### src/rtl/adc_sample_qualifier.sv
// adc_sample_qualifier: per-channel ADC sample gate between the ADC CDC FIFO and pid_pipeline.
//  Drops samples from shut-down channels, zero codes and step outliers, latches a
//  per-channel fault after N_FAULT consecutive rejects, forwards qualified samples.
//  Ports:
//   clk_in, rst_in           pid clock, asynchronous active-high reset
//   shutdown_in[N_CHAN]      asynchronous per-channel hardware shutdown level
//   dv_in/chan_in/data_in    sample stream from the ADC FIFO
//   wr_en/wr_addr/wr_data    config writes (step threshold, fault clear mask)
//   dv_out/chan_out/data_out qualified sample, 2-cycle latency, dv_out is a 1-cycle pulse
//   fault_out[N_CHAN]        latched per-channel fault
module adc_sample_qualifier #(
  parameter int N_CHAN = 8,
  parameter int W_CHAN = 3,
  parameter int W_DATA = 18,
  parameter int W_WR_ADDR = 16,
  parameter int W_WR_DATA = 16,
  parameter int DEB_LEN = 64,
  parameter int N_FAULT = 4,
  parameter logic [W_WR_ADDR-1:0] THR_ADDR = 16'h40,
  parameter logic [W_WR_ADDR-1:0] CLR_ADDR = 16'h41
) (
  input  logic                 clk_in,
  input  logic                 rst_in,
  input  logic [N_CHAN-1:0]    shutdown_in,
  input  logic                 dv_in,
  input  logic [W_CHAN-1:0]    chan_in,
  input  logic [W_DATA-1:0]    data_in,
  input  logic                 wr_en,
  input  logic [W_WR_ADDR-1:0] wr_addr,
  input  logic [W_WR_DATA-1:0] wr_data,
  output logic                 dv_out,
  output logic [W_CHAN-1:0]    chan_out,
  output logic [W_DATA-1:0]    data_out,
  output logic [N_CHAN-1:0]    fault_out
);
  localparam int W_DEB = $clog2(DEB_LEN + 1);
  localparam logic [W_DEB-1:0] L_DEB = W_DEB'(DEB_LEN);
  localparam logic [3:0] L_NF = 4'(N_FAULT);
  logic [N_CHAN-1:0] r_sd_meta, r_sd_sync, r_killed;
  logic [W_DEB-1:0] r_deb [N_CHAN];
  logic r_s1_dv;
  logic [W_CHAN-1:0] r_s1_chan;
  logic [W_DATA-1:0] r_s1_data;
  logic [W_WR_DATA-1:0] r_thr;
  logic [3:0] r_cnt [N_CHAN];
  logic [N_CHAN-1:0] r_ref_valid, r_fault;
  logic [W_DATA-1:0] r_ref [N_CHAN];
  logic r_dv;
  logic [W_CHAN-1:0] r_chan;
  logic [W_DATA-1:0] r_data;
  logic [W_DATA-1:0] w_ref;
  logic [W_DATA:0] w_diff, w_mag;
  logic w_killed, w_faulted, w_step, w_live, w_reject, w_accept;
  logic [N_CHAN-1:0] w_clr;
  // Shutdown synchronizer and release debounce: any synchronized high re-arms the full
  // DEB_LEN count, so a channel only comes back after an unbroken low stretch.
  always_ff @(posedge clk_in or posedge rst_in)
    if (rst_in) begin
      r_sd_meta <= '0;
      r_sd_sync <= '0;
      r_killed <= '1;
      for (int c = 0; c < N_CHAN; c++) r_deb[c] <= L_DEB;
    end else begin
      r_sd_meta <= shutdown_in;
      r_sd_sync <= r_sd_meta;
      for (int c = 0; c < N_CHAN; c++)
        if (r_sd_sync[c]) begin
          r_killed[c] <= 1'b1;
          r_deb[c] <= L_DEB;
        end else if (r_killed[c]) begin
          r_deb[c] <= r_deb[c] - W_DEB'(1);
          if (r_deb[c] == W_DEB'(1)) r_killed[c] <= 1'b0;
        end
    end
  always_ff @(posedge clk_in or posedge rst_in)
    if (rst_in) begin
      r_s1_dv <= 1'b0;
      r_s1_chan <= '0;
      r_s1_data <= '0;
    end else begin
      r_s1_dv <= dv_in;
      if (dv_in) begin
        r_s1_chan <= chan_in;
        r_s1_data <= data_in;
      end
    end
  always_ff @(posedge clk_in or posedge rst_in)
    if (rst_in) r_thr <= '0;
    else if (wr_en && wr_addr == THR_ADDR) r_thr <= wr_data;
  // Stage-2 decision. The step difference is sign-extended by one bit so that the
  // full-scale negative vs positive case cannot wrap; its magnitude is unsigned.
  assign w_ref = r_ref[r_s1_chan];
  assign w_killed = r_killed[r_s1_chan];
  assign w_faulted = r_fault[r_s1_chan];
  assign w_diff = {r_s1_data[W_DATA-1], r_s1_data} - {w_ref[W_DATA-1], w_ref};
  assign w_mag = w_diff[W_DATA] ? -w_diff : w_diff;
  assign w_step = |r_thr && r_ref_valid[r_s1_chan] &&
                  ({{W_WR_DATA{1'b0}}, w_mag} > {{(W_DATA+1){1'b0}}, r_thr});
  assign w_live = r_s1_dv && !w_killed && !w_faulted;
  assign w_reject = w_live && (r_s1_data == '0 || w_step);
  assign w_accept = w_live && !w_reject;
  assign w_clr = (wr_en && wr_addr == CLR_ADDR) ? wr_data[N_CHAN-1:0] : '0;
  // Per-channel state; a clear on a channel overrides whatever its stage-2 sample did.
  always_ff @(posedge clk_in or posedge rst_in)
    if (rst_in) begin
      r_fault <= '0;
      r_ref_valid <= '0;
      for (int c = 0; c < N_CHAN; c++) begin
        r_cnt[c] <= '0;
        r_ref[c] <= '0;
      end
    end else begin
      for (int c = 0; c < N_CHAN; c++)
        if (w_clr[c]) begin
          r_fault[c] <= 1'b0;
          r_cnt[c] <= '0;
          r_ref_valid[c] <= 1'b0;
        end else if (r_s1_dv && r_s1_chan == W_CHAN'(c)) begin
          if (w_killed) r_ref_valid[c] <= 1'b0;
          if (w_reject) begin
            r_cnt[c] <= (r_cnt[c] == L_NF) ? r_cnt[c] : r_cnt[c] + 4'd1;
            r_fault[c] <= r_fault[c] | (r_cnt[c] >= L_NF - 4'd1);
          end
          if (w_accept) begin
            r_cnt[c] <= '0;
            r_ref_valid[c] <= 1'b1;
            r_ref[c] <= r_s1_data;
          end
        end
    end
  always_ff @(posedge clk_in or posedge rst_in)
    if (rst_in) begin
      r_dv <= 1'b0;
      r_chan <= '0;
      r_data <= '0;
    end else begin
      r_dv <= w_accept;
      if (w_accept) begin
        r_chan <= r_s1_chan;
        r_data <= r_s1_data;
      end
    end
  assign dv_out = r_dv;
  assign chan_out = r_chan;
  assign data_out = r_data;
  assign fault_out = r_fault;
endmodule

### config.mk
export PLATFORM = sky130hd
export DESIGN_NAME = adc_sample_qualifier
export DESIGN_NICKNAME = d
export VERILOG_FILES = /design/src/rtl/adc_sample_qualifier.sv
export SDC_FILE = /design/constraint.sdc
export NUM_CORES = 1
export LEC_CHECK = 0
export ABC_AREA = 0
export CAP_MARGIN = 20
export CORE_AREA = 2 2 200 202
export CTS_CLUSTER_SIZE = 24
export DETAILED_ROUTE_END_ITERATION = 10
export DIE_AREA = 0 0 202 204
export PLACE_DENSITY_LB_ADDON = 0.05
export SYNTH_ARGS = -nofsm -noshare
export SYNTH_HDL_FRONTEND = slang
export SYNTH_SLANG_ARGS = --single-unit
### constraint.sdc
create_clock -name clk_in -period 13.5 [get_ports clk_in]
set_clock_uncertainty 0.05 [all_clocks]
set_input_delay 2.025 -clock clk_in [delete_from_list [all_inputs] [get_ports clk_in]]
set_output_delay 2.025 -clock clk_in [all_outputs]
set_load 0.01 [all_outputs]
Word level (Yosys, flattened, before mapping)
Index checks and enable logic that the tools add are counted.
{ "totals": {"register_bits": 332, "in_bits": 65, "out_inout_bits": 30, "elab_cells": 357} }
{ "classes": {"addsub": 18, "n_lt_le_gt_ge": 11, "eq_ne": 33, "muxes": 133, "bitwise": 17, "n_reduce_logical": 95} }
{ "ops": {"columns": ["op", "n"], "rows": [
  ["$mux 4", 40],
  ["$mux 7", 16],
  ["$mux 1", 69],
  ["$eq 7x1->1 const B", 8],
  ["$sub 7x1->7 const B", 8],
  ["$bmux 18 s3", 1],
  ["$reduce_and 3->1", 16],
  ["$reduce_bool 2->1", 24],
  ["$reduce_bool 3->1", 16],
  ["$mux 18", 2],
  ["$add 4x1->4 const B", 8],
  ["$eq 16x7->1 const B", 2],
  ["$eq 4x3->1 const B", 8],
  ["$ge 4x2->1 const B", 8],
  ["$reduce_and 2->1", 16],
  ["$ne 3x3->1 const B", 8],
  ["$gt 19x16->1", 1],
  ["$mux 19", 1],
  ["$neg 19->19", 1],
  ["$sub 18x18->19", 1],
  ["$logic_not 18->1", 1],
  ["$logic_and 1x1->1", 16],
  ["$reduce_or 16->1", 1],
  ["$eq 3x3->1 const B", 4],
  ["12 further kinds", 31]
]} }

Logic depth before layout (Yosys ltp)
{ "logic_depth": {"ltp_word": 16, "ltp_mapped": 31, "ltp_nobuf": 25} }

Worst setup path before layout
Ideal clock, no wire load.
{ "synth_path": {"path_type": "reg2reg", "start": "register r_s1_chan[0]", "end": "register r_ref[38] in the netlist's numbering", "setup_ps": 125, "arrival_ps": 7724, "t_required_ps": 13325, "slack_ps": 5601, "stages_incl_launch_ff": 28, "n_path_buf": 7, "period_less_slack_ps": 7899, "cell_sequence": "dfrtp_1 -> clkbuf_1 -> clkbuf_1 -> buf_1 -> buf_1 -> mux4_2 -> mux2i_1 -> ha_1 -> clkbuf_1 -> and3_1 -> and2_1 -> a2111o_1 -> nand3_1 -> a21oi_1 -> clkbuf_1 -> a21oi_1 -> xnor2_1 -> ha_1 -> and3_1 -> a221oi_1 -> a21oi_1 -> o41a_1 -> or4bb_1 -> a2111oi_4 -> a211oi_4 -> nor4_4 -> buf_6 -> mux2_2"} }
{ "synth_via": {"elab_chain_cells": 14, "elab_cells_between_ends": 27, "classes_between": "2 x add/sub; 1 x order compare; 1 x eq/ne; 10 x mux; 1 x bitwise; 12 x reduce/logical"} }
{ "synth_lines": {"columns": ["element", "line_no", "text"], "rows": [
  ["start: declaration", "42", "logic [W_CHAN-1:0] r_s1_chan;"],
  ["start signal: assignment", "83", "r_s1_chan <= chan_in;"],
  ["$not 3->4 (not written as such)", "92", "assign w_ref = r_ref[r_s1_chan];"],
  ["$bmux 18 s3", "92", null],
  ["$mux 18 (not written as such) (2 in series)", "92", null],
  ["$sub 18x18->19", "95", "assign w_diff = {r_s1_data[W_DATA-1], r_s1_data} - {w_ref[W_DATA-1], w_ref};"],
  ["$neg 19->19", "96", "assign w_mag = w_diff[W_DATA] ? -w_diff : w_diff;"],
  ["$mux 19", "96", null],
  ["$gt 19x16->1", "98", "({{W_WR_DATA{1'b0}}, w_mag} > {{(W_DATA+1){1'b0}}, r_thr});"],
  ["$logic_and 1x1->1", "97", "assign w_step = |r_thr && r_ref_valid[r_s1_chan] &&"],
  ["$logic_or 1x1->1", "100", "assign w_reject = w_live && (r_s1_data == '0 || w_step);"],
  ["$logic_and 1x1->1", "100", null],
  ["$logic_not 1->1", "101", "assign w_accept = w_live && !w_reject;"],
  ["$logic_and 1x1->1", "101", null],
  ["$reduce_and 3->1 (no source line) (*)", null, null],
  ["end signal: indexed assignment", "127", "r_ref[c] <= r_s1_data;"],
  ["end: declaration", "47", "logic [W_DATA-1:0] r_ref [N_CHAN];"]
]} }
Mark *: on every way between the ends. The rest lies on a longest branch, timed or not. The select of a mux whose other input is x is not followed.
A chain may end at the register's enable or synchronous reset.

Final worst setup path
{ "layout_path": {"start": "register r_s1_chan[0]", "end": "register r_data[16] (netlist: data_out[16])"} }
{ "layout_via": {"elab_chain_cells": 13, "elab_cells_between_ends": 24, "classes_between": "2 x add/sub; 1 x order compare; 10 x mux; 1 x bitwise; 10 x reduce/logical"} }
{ "layout_lines": {"columns": ["element", "line_no", "text"], "rows": [
  ["$not 3->4 (not written as such)", "92", null],
  ["$bmux 18 s3", "92", null],
  ["$mux 18 (not written as such) (2 in series)", "92", null],
  ["$sub 18x18->19", "95", null],
  ["$neg 19->19", "96", null],
  ["$mux 19", "96", null],
  ["$gt 19x16->1", "98", null],
  ["$logic_and 1x1->1", "97", null],
  ["$logic_or 1x1->1", "100", null],
  ["$logic_and 1x1->1", "100", null],
  ["$logic_not 1->1", "101", null],
  ["$logic_and 1x1->1 (*)", "101", null],
  ["end signal: assignment", "140", "r_data <= r_s1_data;"],
  ["end: declaration", "50", "logic [W_DATA-1:0] r_data;"]
]} }
Marked as above.

==> summary.txt <==
Floorplanning
  – Row cnt: 73
  – Core ar.: 39180 µm²
  – Die Ht: 204 µm
  – Die Wd: 202 µm
  – Io pins: 95
  – Die area: 41210 µm²
  – Starting Density: 0.4415

Placement
  – Number of port buffers: 94
  – Dpl cells: 2042
  – GPL Wtd Cong: 0.8257
  – Post-DP Area: 18620 µm²
  – Place WS: 5.063 ns
  – DP HPWL: 26070 µm

Global route
  – Largest net degree at the start of global routing: 147
  – Initial antenna violation count: 1
  – GR Util All Layers: 0.1970
  – Vias in the first global route: 11654
  – Global-route wire length before repair: 64830 µm
  – GRT overflow: 0

Power and ir drop
  – Pwr per Cell Area: 138.2 nW/µm²
  – Leakage power: 8.945 nW
  – VDD IR max: 0.00008409 V
  – Pwr Total: 2.762 mW

Drt
  – WL met1: 18610 µm
  – Vias: 11543
  – TritonRoute pass-1 iters: 5
  – Routed len/inst: 18.64 µm
  – Top Layer Used: met4
  – Iteration-0 DRC Markers: 687
  – Met3 wire length: 1382 µm
  – Avg Vias per Cell: 5.460
  – Antenna viol nets, final: 0
  – Met2 wire length: 18620 µm
  – Final WL: 39410 µm
  – DRC Markers: 0

Logic synthesis
  – Synth top area cells: dfrtp_1, mux2_2, mux4_2
  – Synth Instances: 1495
  – Count of unique library cells instantiated by Yosys: 76
  – Syn Nets: 1628
  – Syn Std Cell Area: 17300 µm²
  – Mean Syn Cell Area: 11.57 µm²
  – Yosys synthesis warning count: 0
  – Asr flop ratio synth: 1.000
  – Yosys reg bits: 332
  – Commonest cells post-synth: dfrtp_1, mux2_2, nor2_1
  – EDFF count, synth: 0
  – Register area share after synthesis: 0.4813
  – Yosys top cell by area: dfrtp_1
  – Commonest register cell after synthesis: dfrtp_1
  – Area share of the largest cell type after synthesis: 0.4570
  – Most numerous cell in the Yosys netlist: dfrtp_1

Setup path
  – CP max stage cell: dfrtp_4
  – CP Capture Type: register
  – Critical Path AT: 8.78 ns
  – Worst endpoint required time: 13.88 ns
  – Max stage delay on crit path: 0.67 ns
  – Most used cell, CP: buf_4
  – Startpoint Class: register
  – Family with the most delay on the worst path: compound AO/OA/AOI/OAI gates
  – Crit-path max FO: 29
  – Kind of critical path: reg2reg
  – CP bufs+invs: 4

CTS
  – Worst skew pair latency: 0.55 ns
  – TritonCTS clock tree: built
  – CTS clk-pin slew, worst paths: 0.06 ns
  – Cts hold-fix bufs: 0
  – CTS buffer count: 39
  – Post-cts gate resize count: 0
  – Post-CTS setup buffer count: 0
  – Longest Clk Path Bufs: 3
  – Root Buffer: clkbuf_16
  – Clock sink count: 332
  – H-tree Lvls: 2

Outcome
  – Outcome: finished clean

STA
  – Final hold vios: 0
  – Tightest Pin Transition: 1.039 ns
  – # setup viols final: 0
  – Crit share post-route: 0.6217
  – Worst Slack Setup Final: 5.106 ns
  – Slew Viols, Final: 0
  – Max Fclk: 119.1 MHz
  – Sum of negative setup slack: 0 ns
  – Slew margin rel.: 0.3067
  – Min Hold Slack: 0.2975 ns
  – RSZ-0062 raised after global routing: false
  – Tmin final: 8.394 ns

Layout
  – Layout Cell Area excl Fill: 19990 µm²
  – Area grow syn2layout: 15.54%
  – Share of cells above drive strength 1: 0.2045
  – Final-stage net count: 1692
  – Finished Layout Cells: 2114
  – Fin util: 0.5102
  – Number of antenna diodes: 0

Flow run
  – Max_cap viols: 0

Min path
  – Worst Hold Class: reg2reg
## state kept, by name, summed over array words and instances, names as in the netlist, 16 cells and up
signal,count
r_thr,16
r_ref,144
r_deb,56
r_s1_data,18
r_cnt,32
data_out,18
## logic make-up (layout without fill, tap and decap cells)
family,count (synthesis),count (layout),share of synthesized area
compound gates,220,220,0.08425
xor+xnor,71,71,0.03594
fa+ha+maj,68,68,0.04961
buf+inv,143,237,0.03580
flops,332,332,0.4813
mux,249,249,0.1880
simple gates,412,412,0.1251
## layout make-up
class,instances,area (µm²)
tap,525,656.9
fill,3431,19190
inverter,59,229.0
clock buffer,58,1210
multi-input combinational,1020,8357
timing repair buffer,107,1059
sequential,332,8333
clock inverter,13,146.4
## cells in the final DEF (no fill, tap or decap), types with 12 or more instances in the layout
cell type and n:
nand2b_1 19, dfstp_2 16, a211oi_1 20, o21ai_0 60, xor2_1 33, dfrtp_1 314, mux2i_1 20, nor2_1 101
nor3_1 30, mux2_2 163, mux4_2 42, nand3_1 40, clkdlybuf4s50_1 94, a21oi_1 45, a21o_1 17, nor4_1 27
xnor2_1 38, ha_1 67, mux2_1 24, nand3b_1 15, nor2b_1 12, clkbuf_8 12, inv_1 58, a31oi_1 15
nand2_1 82, clkbuf_16 41, and3_1 16
## worst paths after layout
check | cells past startpoint | slack (ns) | end | startpoint
max in group asynchronous | 3 | 10.08 | r_s1_chan[1] | rst_in
worst min-delay path | 0 | 0.30 | r_sd_sync[3] | r_sd_meta[3]
worst min register to register | 0 | 0.30 | r_sd_sync[3] | r_sd_meta[3]
min in group asynchronous | 2 | 1.92 | r_sd_meta[3] | rst_in
worst max-delay path | 25 | 5.11 | data_out[16] | r_s1_chan[0]
worst max register to register | 25 | 5.11 | data_out[16] | r_s1_chan[0]
## power breakdown
group          internal [mW]  switching (mW)  leakage, nW
registers               1.09          0.0990         4.30
logic                  0.225           0.248         3.97
clock network          0.677           0.420        0.676
total                   2.00           0.766         8.95
## routing by layer
layer / global-route usage / vias to the layer above
li1: - / 5499
met1: 0.2717 / 5826
met2: 0.3245 / 160
met3: 0.03268 / 58
met4: 0.05095 / 0
met5: 0 / -
Note: power is estimated with default switching activity, not from simulation.
